==> config.mk <==
export PLATFORM = sky130hd
export DESIGN_NAME = dti_gnpd_bridge
export DESIGN_NICKNAME = d
export VERILOG_FILES = /design/src/rtl/dti_pack.sv /design/src/rtl/dti_gnpd_ser.sv /design/src/rtl/dti_gnpd_bridge.sv
export SDC_FILE = /design/constraint.sdc
export NUM_CORES = 1
export LEC_CHECK = 0
export CAP_MARGIN = 20
export CORE_AREA = 2 2 228 230
export DETAILED_ROUTE_END_ITERATION = 8
export DIE_AREA = 0 0 230 232
export GPL_TIMING_DRIVEN = 0
export PLACE_DENSITY = 0.69
export SYNTH_ARGS = -nofsm -noshare
export SYNTH_HDL_FRONTEND = slang
export SYNTH_SLANG_ARGS = --single-unit
==> constraint.sdc <==
create_clock -name clk -period 4 [get_ports clk]
set_clock_uncertainty 0.15 [all_clocks]
set_input_delay 0.8 -clock clk [delete_from_list [all_inputs] [get_ports clk]]
set_output_delay 0.8 -clock clk [all_outputs]
set_load 0.1 [all_outputs]
==> src/rtl/dti_pack.sv <==
// Shared GNPD flit definitions for the DTI-to-GNPD bridge.
package dti_pack;

  localparam int GNPD_FLIT_DW   = 80;
  localparam int GNPD_FLIT_KW   = 10;
  localparam int GNPD_PAYLOAD_W = GNPD_FLIT_KW + GNPD_FLIT_DW;
  localparam int GNPD_NODE_W    = 6;

  typedef struct packed {
    logic [GNPD_FLIT_KW-1:0] keep;
    logic [GNPD_FLIT_DW-1:0] data;
  } gnpd_flit_t;

  // Width of an index into n slots, never narrower than one bit.
  function automatic int idx_w(input int n);
    return (n > 1) ? $clog2(n) : 1;
  endfunction

endpackage

==> src/rtl/dti_gnpd_ser.sv <==
// Request serialiser: splits one AXIS beat into NF GNPD flits, trimming
// trailing all-zero-keep flits from the last beat of a packet.
module dti_gnpd_ser
  import dti_pack::*;
#(
  parameter int                     AXIS_DW  = 160,
  parameter int                     TID_W    = 3,
  parameter logic [GNPD_NODE_W-1:0] TGT_BASE = 6'd8
) (
  input  logic                   clk,
  input  logic                   rst,
  input  logic                   start_ok,
  input  logic                   s_valid,
  output logic                   s_ready,
  input  logic [AXIS_DW-1:0]     s_data,
  input  logic [AXIS_DW/8-1:0]   s_keep,
  input  logic                   s_last,
  input  logic [TID_W-1:0]       s_tid,
  output logic                   m_valid,
  input  logic                   m_ready,
  output gnpd_flit_t             m_flit,
  output logic                   m_last,
  output logic [GNPD_NODE_W-1:0] m_tgtid,
  output logic                   ser_idle
);

  localparam int NF   = AXIS_DW / GNPD_FLIT_DW;
  localparam int KW   = AXIS_DW / 8;
  localparam int FI_W = idx_w(NF);

  logic                   beat_valid_q, beat_valid_d;
  logic [AXIS_DW-1:0]     data_q, data_d;
  logic [KW-1:0]          keep_q, keep_d;
  logic                   last_q, last_d;
  logic [FI_W-1:0]        fi_q, fi_d;
  logic [FI_W-1:0]        last_fi_q, last_fi_d;
  logic                   in_pkt_q, in_pkt_d;
  logic [GNPD_NODE_W-1:0] tgtid_q, tgtid_d;

  logic fire, final_flit, accept;

  // Index of the flit that closes this beat.
  function automatic logic [FI_W-1:0] final_idx(input logic [KW-1:0] keep,
                                                 input logic          last);
    final_idx = FI_W'(NF - 1);
    if (last) begin
      final_idx = '0;
      for (int i = 1; i < NF; i++)
        if (|keep[GNPD_FLIT_KW*i +: GNPD_FLIT_KW]) final_idx = FI_W'(i);
    end
  endfunction

  always_comb begin
    // NOTE: every variable gets a default first so no path can infer a latch.
    beat_valid_d = beat_valid_q;
    data_d       = data_q;
    keep_d       = keep_q;
    last_d       = last_q;
    fi_d         = fi_q;
    last_fi_d    = last_fi_q;
    in_pkt_d     = in_pkt_q;
    tgtid_d      = tgtid_q;

    fire       = beat_valid_q && m_ready;
    final_flit = (fi_q == last_fi_q);
    s_ready    = (!beat_valid_q || (fire && final_flit)) && (in_pkt_q || start_ok);
    accept     = s_valid && s_ready;

    if (fire) begin
      if (final_flit) beat_valid_d = 1'b0;
      else            fi_d         = fi_q + 1'b1;
    end

    if (accept) begin
      beat_valid_d = 1'b1;
      data_d       = s_data;
      keep_d       = s_keep;
      last_d       = s_last;
      fi_d         = '0;
      last_fi_d    = final_idx(s_keep, s_last);
      in_pkt_d     = !s_last;
      if (!in_pkt_q) tgtid_d = TGT_BASE + GNPD_NODE_W'(s_tid);
    end
  end

  always_ff @(posedge clk) begin
    if (rst) begin
      // NOTE: the datapath registers are reset too so data outputs read 0 out of reset.
      beat_valid_q <= 1'b0;
      data_q       <= '0;
      keep_q       <= '0;
      last_q       <= 1'b0;
      fi_q         <= '0;
      last_fi_q    <= '0;
      in_pkt_q     <= 1'b0;
      tgtid_q      <= '0;
    end else begin
      // NOTE: non-blocking assignments so every flop samples pre-edge values.
      beat_valid_q <= beat_valid_d;
      data_q       <= data_d;
      keep_q       <= keep_d;
      last_q       <= last_d;
      fi_q         <= fi_d;
      last_fi_q    <= last_fi_d;
      in_pkt_q     <= in_pkt_d;
      tgtid_q      <= tgtid_d;
    end
  end

  assign m_valid     = beat_valid_q;
  assign m_flit.data = data_q[GNPD_FLIT_DW*fi_q +: GNPD_FLIT_DW];
  assign m_flit.keep = keep_q[GNPD_FLIT_KW*fi_q +: GNPD_FLIT_KW];
  assign m_last      = beat_valid_q && last_q && final_flit;
  assign m_tgtid     = tgtid_q;
  assign ser_idle    = !beat_valid_q && !in_pkt_q;

endmodule

==> src/rtl/dti_gnpd_bridge.sv <==
// DTI AXI-Stream <-> GNPD flit bridge: serialised request path plus an
// inline response deserialiser that gathers flits back into AXIS beats.
module dti_gnpd_bridge
  import dti_pack::*;
#(
  parameter int                     AXIS_DW  = 160,
  parameter int                     TBU_NUM  = 8,
  parameter int                     TID_W    = $clog2(TBU_NUM),
  parameter logic [GNPD_NODE_W-1:0] SRC_ID   = 6'd0,
  parameter logic [GNPD_NODE_W-1:0] TGT_BASE = 6'd8
) (
  input  logic                      clk,
  input  logic                      rst,
  input  logic                      partial_reset,
  output logic                      idle,
  input  logic                      req_tvalid,
  output logic                      req_tready,
  input  logic [AXIS_DW-1:0]        req_tdata,
  input  logic [AXIS_DW/8-1:0]      req_tkeep,
  input  logic                      req_tlast,
  input  logic [TID_W-1:0]          req_tid,
  output logic                      rsp_tvalid,
  input  logic                      rsp_tready,
  output logic [AXIS_DW-1:0]        rsp_tdata,
  output logic [AXIS_DW/8-1:0]      rsp_tkeep,
  output logic                      rsp_tlast,
  output logic [TID_W-1:0]          rsp_tid,
  output logic                      req_valid,
  input  logic                      req_ready,
  output logic [GNPD_PAYLOAD_W-1:0] req_payload,
  output logic [GNPD_NODE_W-1:0]    req_srcid,
  output logic [GNPD_NODE_W-1:0]    req_tgtid,
  output logic                      req_qos,
  output logic                      req_last,
  input  logic                      req_threshold,
  input  logic                      rsp_valid,
  output logic                      rsp_ready,
  input  logic [GNPD_PAYLOAD_W-1:0] rsp_payload,
  input  logic [GNPD_NODE_W-1:0]    rsp_srcid,
  input  logic [GNPD_NODE_W-1:0]    rsp_tgtid,
  input  logic                      rsp_qos,
  input  logic                      rsp_last,
  output logic                      rsp_threshold
);

  localparam int NF   = AXIS_DW / GNPD_FLIT_DW;
  localparam int KW   = AXIS_DW / 8;
  localparam int FI_W = idx_w(NF);

  // ---------------- request path ----------------
  gnpd_flit_t req_flit;
  logic       ser_idle;

  dti_gnpd_ser #(
    .AXIS_DW  (AXIS_DW),
    .TID_W    (TID_W),
    .TGT_BASE (TGT_BASE)
  ) u_ser (
    .clk      (clk),
    .rst      (rst),
    .start_ok (req_threshold && !partial_reset),
    .s_valid  (req_tvalid),
    .s_ready  (req_tready),
    .s_data   (req_tdata),
    .s_keep   (req_tkeep),
    .s_last   (req_tlast),
    .s_tid    (req_tid),
    .m_valid  (req_valid),
    .m_ready  (req_ready),
    .m_flit   (req_flit),
    .m_last   (req_last),
    .m_tgtid  (req_tgtid),
    .ser_idle (ser_idle)
  );

  assign req_payload = req_flit;
  assign req_srcid   = SRC_ID;
  assign req_qos     = 1'b1;

  // ---------------- response path ----------------
  gnpd_flit_t             rsp_flit;
  logic [GNPD_NODE_W-1:0] tid_diff;
  logic                   rsp_fire, rsp_done;

  logic [FI_W-1:0]    ri_q, ri_d;
  logic [AXIS_DW-1:0] acc_data_q, acc_data_d;
  logic [KW-1:0]      acc_keep_q, acc_keep_d;
  logic               tvalid_q, tvalid_d;
  logic [AXIS_DW-1:0] tdata_q, tdata_d;
  logic [KW-1:0]      tkeep_q, tkeep_d;
  logic               tlast_q, tlast_d;
  logic [TID_W-1:0]   tid_q, tid_d;

  assign rsp_flit = rsp_payload;
  assign tid_diff = rsp_srcid - TGT_BASE;

  always_comb begin
    ri_d       = ri_q;
    acc_data_d = acc_data_q;
    acc_keep_d = acc_keep_q;
    tvalid_d   = tvalid_q;
    tdata_d    = tdata_q;
    tkeep_d    = tkeep_q;
    tlast_d    = tlast_q;
    tid_d      = tid_q;

    rsp_ready = !tvalid_q || rsp_tready;
    rsp_fire  = rsp_valid && rsp_ready;
    rsp_done  = rsp_fire && (rsp_last || (ri_q == FI_W'(NF - 1)));

    if (tvalid_q && rsp_tready) tvalid_d = 1'b0;

    if (rsp_fire) begin
      acc_data_d[GNPD_FLIT_DW*ri_q +: GNPD_FLIT_DW] = rsp_flit.data;
      acc_keep_d[GNPD_FLIT_KW*ri_q +: GNPD_FLIT_KW] = rsp_flit.keep;
      ri_d = ri_q + 1'b1;
    end

    // The accumulator is cleared on hand-off, so slots skipped by an early last stay 0.
    if (rsp_done) begin
      tvalid_d   = 1'b1;
      tdata_d    = acc_data_d;
      tkeep_d    = acc_keep_d;
      tlast_d    = rsp_last;
      tid_d      = tid_diff[TID_W-1:0];
      acc_data_d = '0;
      acc_keep_d = '0;
      ri_d       = '0;
    end
  end

  always_ff @(posedge clk) begin
    if (rst) begin
      ri_q       <= '0;
      acc_data_q <= '0;
      acc_keep_q <= '0;
      tvalid_q   <= 1'b0;
      tdata_q    <= '0;
      tkeep_q    <= '0;
      tlast_q    <= 1'b0;
      tid_q      <= '0;
    end else begin
      ri_q       <= ri_d;
      acc_data_q <= acc_data_d;
      acc_keep_q <= acc_keep_d;
      tvalid_q   <= tvalid_d;
      tdata_q    <= tdata_d;
      tkeep_q    <= tkeep_d;
      tlast_q    <= tlast_d;
      tid_q      <= tid_d;
    end
  end

  assign rsp_tvalid    = tvalid_q;
  assign rsp_tdata     = tdata_q;
  assign rsp_tkeep     = tkeep_q;
  assign rsp_tlast     = tlast_q;
  assign rsp_tid       = tid_q;
  assign rsp_threshold = !tvalid_q;

  assign idle = ser_idle && (ri_q == '0) && !tvalid_q;

  logic unused_ok;
  assign unused_ok = ^{rsp_qos, rsp_tgtid, tid_diff};

endmodule

* Yosys cells after proc, flatten, opt, wreduce, memory -nomap -nowiden
Cells that the tools add are included.
Word-level totals: bits in registers 557
Operators by class: shift-type cells 6, bitwise operators 3, $mul 4, add/sub/neg operators 6, equal/unequal tests 1, multiplexer cells 11, reductions and logical operators 31
Operator list (number):
- $bwmux 160 | 1
- $mux 160 | 1
- $shift 80x34->160 const A | 1
- $shiftx 160x9->80 | 1
- $shiftx 80x34->160 | 1
- $neg 5->34 | 1
- $neg 8->34 | 1
- $shift 10x34->20 const A | 1
- $shiftx 10x34->20 | 1
- $bwmux 20 | 1
- $mux 20 | 1
- $shiftx 20x6->10 | 1
- $mul 3x1->4 const A | 4
- $logic_and 1x1->1 | 13
- $reduce_or 10->1 | 1
- $mux 1 | 7
- $reduce_and 2->1 | 3
- $reduce_bool 2->1 | 3
- $add 4x3->5 const A | 1
- $logic_not 1->1 | 5
- $logic_or 1x1->1 | 4
- $reduce_or 2->1 | 2
- $not 1->1 | 3
- $sub 3x1->3 const B | 1
- other kinds (2) | 3

* Longest topological paths before layout
Gate-level depths: netlist of run 1.
depth after elaboration 7, depth in mapped cells 8, mapped depth without buffers 4

* Hierarchy
A second synthesis of run 1 with hierarchy kept.
Second synthesis, totals: cell total of the unflattened synthesis 1951, area, all modules 21743.4 um^2
Modules (own cells, without submodules):
- dti_gnpd_bridge | seq. area each 7327.0 um^2, cells an instance 1016, times used 1, area each 12161.7 um^2
- dti_gnpd_ser | seq. area each 3783.6 um^2, cells an instance 935, times used 1, area each 9581.7 um^2

* Worst setup path before layout of run 1
No wires, ideal clock.
path kind reg-to-output, from register u_ser.beat_valid_q, in the netlist u_ser.m_valid, to output idle, data arrival time 3.711 ns, slack -0.661 ns, stages on the path, launching flop included 2, path buffers 0, cell sequence dfxtp_1 nor4_1
On the way: longest elaborated chain between the ends 4
Ends and longest elaborated chain:
- start: declaration | line dti_gnpd_ser.sv:31 | logic beat_valid_q, beat_valid_d;
- start signal: assignment | line dti_gnpd_ser.sv:99 | beat_valid_q <= beat_valid_d;
- $logic_not 1->1 | line dti_gnpd_ser.sv:115 | assign ser_idle = !beat_valid_q && !in_pkt_q;
- $logic_and 1x1->1 | line dti_gnpd_ser.sv:115
- $logic_and 1x1->1 (2 in a row) | line dti_gnpd_bridge.sv:161 | assign idle = ser_idle && (ri_q == '0) && !tvalid_q;
- end: declaration | line dti_gnpd_bridge.sv:15 | output logic idle,
Every way passes these cells.

* Final worst setup path of run 1
from input req_ready, to output req_tready
On the way: longest elaborated chain between the ends 4
Ends and longest elaborated chain:
- start: declaration | line dti_gnpd_bridge.sv:29 | input logic req_ready,
- $logic_and 1x1->1 | line dti_gnpd_ser.sv:64 | fire = beat_valid_q && m_ready;
- $logic_and 1x1->1 | line dti_gnpd_ser.sv:66 | s_ready = (!beat_valid_q || (fire && final_flit)) && (in_pkt_q || start_ok);
- $logic_or 1x1->1 | line dti_gnpd_ser.sv:66
- $logic_and 1x1->1 | line dti_gnpd_ser.sv:66
- end: declaration | line dti_gnpd_bridge.sv:17 | output logic req_tready,
Every way passes these cells.

==> results_dict.tcl, run 1 <==
set metrics [dict create \
    hold_viol 0 \
    path_max_fanout 10 \
    grt_pass1_wl_um 108000 \
    avgViaCountPerCell 5.37 \
    use_met2_pct 44.5 \
    portBuffers 570 \
    relSlewSlack_pct 22.7 \
    hold_end "rsp_tdata[70]" \
    min_path_cells 1 \
    start_util_pct 39.9 \
    critPathSlowestCell "dlygate4sd2_1" \
    drc_errors 0 \
    syn2layout_area_growth_pct 40.3 \
    dp_hpwl_um 55600 \
    rr_worst_depth 6 \
    ys_seq_area_share_pct 54.7 \
    period_share_pct 97.0 \
    layout_commonest_cell "dfxtp_1" \
    dp.cells 3246 \
    crit_chain "clkdlybuf4s50_1 -> a21boi_4 -> buf_4 -> buf_2 -> nor2_1 -> dlygate4sd2_1" \
    clockBufferDepth 3 \
    slowest_delay_ps 880 \
    worstPathRequired_ps 3050 \
    cts-hold-fix-buffers 0 \
    startpoint_type "input pin" \
    vdd_drop_max_uv 310 \
    hold_path.class "register to register" \
    drtIter0Drc 1045 \
    drv_cap 0 \
    fin_ws_ps 122 \
    pin_count 590 \
    status "finished, final reports clean" \
    syn_area_um2 20300 \
    die_h_um 232 \
    reg2reg_slack_ps 1650 \
    path_clk_slew_ps 60 \
    multi_input_area_um2 8180 \
    fin_cells 3355 \
    cts_max_level 2 \
    period_needed_ps 3880 \
    synth_seq_cells 555 \
    synth.avg_cell_area_um2 10.2 \
    drive_above_1_share_pct 14.2 \
    grt_overflow_total 0 \
    tightest_slew_ps 1160 \
    die_w_um 230 \
    rsz0062_at_grt "no" \
    crit_type "input pin to output port" \
    drt-pass1-iter-count 5 \
    critPathArrivalTime_ps 2930 \
    grt_start_max_net_pins 16 \
    antenna_found_initial 17 \
    grt_pass1_vias 17900 \
    rr_endpoint "rsp_tdata[49]" \
    powerDensity_nw_per_um2 465 \
    ant_nets 0 \
    post_drt_wl_per_cell_um 21.6 \
    crit_path_end_kind "output port" \
    dieArea_um2 53400 \
    cts.sinks 555 \
    seq_area_um2 11100 \
    place_area_um2 26900 \
    p_total_mw 13.2 \
    cts-root-buf "clkbuf_16" \
    clk_latency_ps 600 \
    finalSetupViolations 0 \
    fp-row-count 83 \
    p_leak_nw 11.2 \
    cts_buffers 57 \
    final_cell_mix "555 x dfxtp_1, 480 x clkdlybuf4s50_1, 189 x a21oi_1" \
    grt_usage_pct 26.3 \
    reg2reg_from "rsp_tvalid" \
    fp.coreArea_um2 50900 \
    busiest_layer "met2" \
    gr-usage-met1_pct 30.9 \
    cts_tree "done" \
    slew_violations 0 \
    fin_nets 2921 \
    ys_warn_count 0 \
    num_vias 18000 \
    n_fill_cell 4516 \
    syn-instance-count 1989 \
    fin_tns_setup_ps 0 \
    fin_area_um2 28500 \
    place_ws_ps -167 \
    hp-start "rsp_tdata[70]" \
    wirelength_um 72500 \
    grt_use_met3_pct 6.07 \
    place_congestion 0.927 \
    fmax_mhz 258 \
    ys_types 40 \
]
## Yosys cell counts (all sizes together)
cell     count  area [um^2]
a31oi        2         12.5
nor3         2         10.0
a32oi        1         8.76
conb         2         7.51
nand3b       1         7.51
o2bb2ai    180         1580
nand2        5         21.3
nand4        3         18.8
nor3b        1         7.51
xnor2        1         16.3
nor4b        1         8.76
mux2i      181         1810
or3          2         12.5
a21bo        1         10.0
dfxtp      555        11100
o21ai      186          935
a21boi       1         18.8
and3         1         6.26
clkbuf      85          333
nand3      182          911
o21a         1         7.51
nand2b       1         6.26
a22o         3         26.3
inv          2         7.51
a211oi       1         7.51
mux2        90         1010
o21bai       1         7.51
nor2       187          702
nor2b        1         6.26
nor4         3         18.8
a21oi      189          946
buf        117          699
## cell families (layout without fill, tap and decap cells)
logic type / Yosys count / count (layout) / share of synthesized area [%]
AO/OA/AOI/OAI: 566 / 566 / 17.5
flip-flops: 555 / 555 / 54.7
AND/OR/NAND/NOR: 390 / 390 / 8.56
multiplexers: 271 / 271 / 13.9
buffers and inverters: 204 / 869 / 5.12
other: 2 / 23 / 0.0370
XOR/XNOR: 1 / 1 / 0.0802
## cell type report
type / instances / area share (%)
buffer: 202 / 3.63
tap: 680 / 2.99
multi-input combinational: 1237 / 28.7
antenna: 14 / 0.123
inverter: 2 / 0.0264
clock buffer: 77 / 5.67
sequential: 555 / 39.0
clock inverter: 18 / 0.712
timing repair buffer: 570 / 19.1
## per-stage QoR
stage	utilization, %	hold WS [ps]
floorplan	-	299
global placement	52.8	294
detailed placement	52.8	295
CTS	56.3	314
global route	55.9	329
finish	55.9	311
## per-layer routing
metal	wire length, um	share of wire (%)
met1	28000	39
met2	34900	48
met3	5790	8.0
met4	3780	5.2
met5	16	0.022
## worst max-delay path, delay by kind of cell
| kind | cells | cell delay (ps) |
|---|---|---|
| and+or+nand+nor | 1 | 170 |
| buffers and inverters | 4 | 1810 |
| AOI/OAI and AO/OA | 1 | 140 |
## how the worst max path moves through the flow
stage / slack [ps] / startpoint / endpoint
global placement: -160 / req_ready / req_tready
floorplan: 480 / u_ser.m_valid / req_tready
CTS: -110 / u_ser.fi_q / req_payload[45]
detailed placement: -170 / req_ready / req_tready
global route: 1 / u_ser.fi_q / req_payload[77]
finish: 120 / req_ready / req_tready
## state kept, by name, summed over array words and instances (netlist names), 3 cells and up
signal         cells
u_ser.data_q     160
acc_data_q       160
u_ser.keep_q      20
rsp_tdata        160
acc_keep_q        20
rsp_tkeep         20
rsp_tid            3
u_ser.m_tgtid      4
## report_power, final
| part | internal, mW | switching (mW) |
|---|---|---|
| combinational | 0.691 | 1.52 |
| clock | 3.00 | 2.19 |
| sequential | 5.74 | 0.101 |
## what timing repair did
action / 4_1_cts / 5_1_grt
gates resized for setup: 136 / 114
buffers inserted: 0 / 0
setup endpoints to repair: 90 / 57
Power figures use the tool's default switching activity.
==> run 2, diff against run 1 <==
Settings changed: CTS_CLUSTER_SIZE from default to 16, SETUP_SLACK_MARGIN from default to 0.2.
==> run 2 against run 1 <==
  * Utilization increased by 0.25 points
  * Cell count about the same
  * First-iteration DRC count decreased by 4.2%
  * Critical path depth decreased by 2
  * Via count increased by 0.26%
  * Critical path type is now register to output port
==> results_dict.tcl, run 2 (synthesis gave the netlist of run 1 again) <==
set metrics [dict create \
    critical_path_depth 4 \
    clockPowerShare_pct 39.6 \
    final_cell_mix "555 x dfxtp_1, 480 x clkdlybuf4s50_1, 189 x a21oi_1" \
    cts_tree "done" \
    pin_count 590 \
    hold_viol 0 \
    cts-root-buf "clkbuf_16" \
    place_ws_ps -167 \
    relSlewSlack_pct 23.8 \
    switching_share_pct 28.7 \
    post_drt_wl_per_cell_um 21.7 \
    p_switching_mw 3.83 \
    period_needed_ps 3720 \
    cts_max_level 2 \
    critPathSlowestCell "dlygate4sd2_1" \
    critPathArrivalTime_ps 2770 \
    startpoint_type "register" \
    fin_nets 2921 \
    cts-hold-fix-buffers 0 \
    path_clk_slew_ps 60 \
    gr-usage-met1_pct 31.2 \
    die_h_um 232 \
    start_util_pct 39.9 \
    dp_hpwl_um 55600 \
    die_w_um 230 \
    crit_type "register to output port" \
    crit_chain "clkbuf_2 -> buf_2 -> mux2_2 -> dlygate4sd2_1" \
    fmax_mhz 269 \
    grt_pass1_wl_um 108000 \
    place_congestion 0.927 \
    internal_power_mw 9.50 \
    hp-start "rsp_tdata[70]" \
    syn2layout_area_growth_pct 40.9 \
    drive_above_1_share_pct 12.3 \
    cts.sinks 555 \
    dieArea_um2 53400 \
    rr_worst_depth 6 \
    vdd_drop_max_uv 316 \
    antenna_found_initial 12 \
    wirelength_um 72700 \
    clockBufferDepth 3 \
    clk_latency_ps 600 \
    drt-pass1-iter-count 5 \
    tightest_slew_ps 1140 \
    grt_start_max_net_pins 16 \
    num_vias 18100 \
    drv_cap 0 \
    drc_errors 0 \
    seqPwrFrac_pct 43.8 \
    dp.cells 3246 \
    crit_path_end_kind "output port" \
    cts_buffers 57 \
    busiest_layer "met2" \
    reg2reg_from "rsp_tvalid" \
    crit_family "buffers and inverters" \
    slowest_delay_ps 840 \
    rr_endpoint "rsp_tdata[43]" \
    min_path_cells 1 \
    hold_path.class "register to register" \
    avgViaCountPerCell 5.38 \
    use_met2_pct 45.2 \
    rsz0062_at_grt "no" \
    combPwrFrac_pct 16.6 \
    path_buf_inv 3 \
    fp.coreArea_um2 50900 \
    worstPathRequired_ps 3050 \
    fin_cells 3356 \
    ant_nets 0 \
    path_max_fanout 10 \
    powerDensity_nw_per_um2 466 \
    status "finished, final reports clean" \
    n_fill_cell 4497 \
    grt_pass1_vias 17900 \
    p_leak_nw 11.4 \
    fp-row-count 83 \
    finalSetupViolations 0 \
    grt_use_met3_pct 5.59 \
    grt_overflow_total 0 \
    drtIter0Drc 1001 \
    fin_ws_ps 284 \
    grt_usage_pct 26.3 \
    period_share_pct 92.9 \
    slew_violations 0 \
    reg2reg_slack_ps 1640 \
    portBuffers 570 \
    layout_commonest_cell "dfxtp_1" \
    hold_end "rsp_tdata[70]" \
]
run 2: changes by cell type in the layout (fill, tap and decap cells not counted), sizes merged:
| cell | change |
|---|---|
| clkinv | +1 |
| bufinv | +1 |
| clkbuf | -33 |
| clkdlybuf4s15 | -16 |
| diode | -5 |
| dlygate4sd2 | +53 |
run 2: stage by stage:
stage                     instance area [um^2]  utilization, %  power (mW)  setup TNS, ps  hold WS, ps
after floorplan                          20300               -        7.38              0          299
after global routing                     28600            56.2        13.8              0          329
after CTS                                28600            56.3        13.4              0          314
final                                    28600            56.2        13.3              0          310
after global placement                   26900            52.8        8.16           -164          294
after detailed placement                 26900            52.8        8.19           -167          295
run 2: worst max path at each step:
stage | startpoint | endpoint | slack [ps]
2_1_floorplan | u_ser.m_valid | req_tready | 480
3_3_place_gp | req_ready | req_tready | -160
3_5_place_dp | req_ready | req_tready | -170
4_1_cts | u_ser.fi_q | req_payload[1] | 200
5_1_grt | u_ser.fi_q | req_payload[11] | 200
6_report | u_ser.fi_q | req_payload[81] | 280
run 2: power groups by stage:
| stage | Clock [mW] | Sequential [mW] | Combinational, mW |
|---|---|---|---|
| 3_3_place_gp | 0 | 5.95 | 2.21 |
| 4_1_cts | 5.35 | 5.84 | 2.21 |
| 3_5_place_dp | 0 | 5.96 | 2.23 |
| 6_report | 5.28 | 5.84 | 2.21 |
| 2_1_floorplan | 0 | 6.38 | 0.994 |
| 5_1_grt | 5.59 | 5.86 | 2.32 |
run 2: layout make-up:
type | instances | area [um^2] | area share, %
flip-flops and latches | 555 | 11100 | 38.9
multi-input cells | 1237 | 8180 | 28.6
repair buffers | 570 | 5540 | 19.4
clock buffers | 81 | 1620 | 5.66
plain buffers | 202 | 1030 | 3.61
well taps | 680 | 851 | 2.98
clock inverters | 20 | 238 | 0.831
diodes | 9 | 22.5 | 0.0788
inverters | 2 | 7.51 | 0.0263
run 2: layer usage:
layer,up-vias,wire length (um)
met5,-,13
met4,2,3400
met3,166,4980
met2,768,35300
met1,8739,29000
li1,8395,-
run 2: repair_timing:
action | 4_1_cts | 5_1_grt
resized for setup | 105 | 40
cloned | 0 | 0
pin swaps | 0 | 0
setup endpoints to repair | 91 | 20
setup buffers | 0 | 0
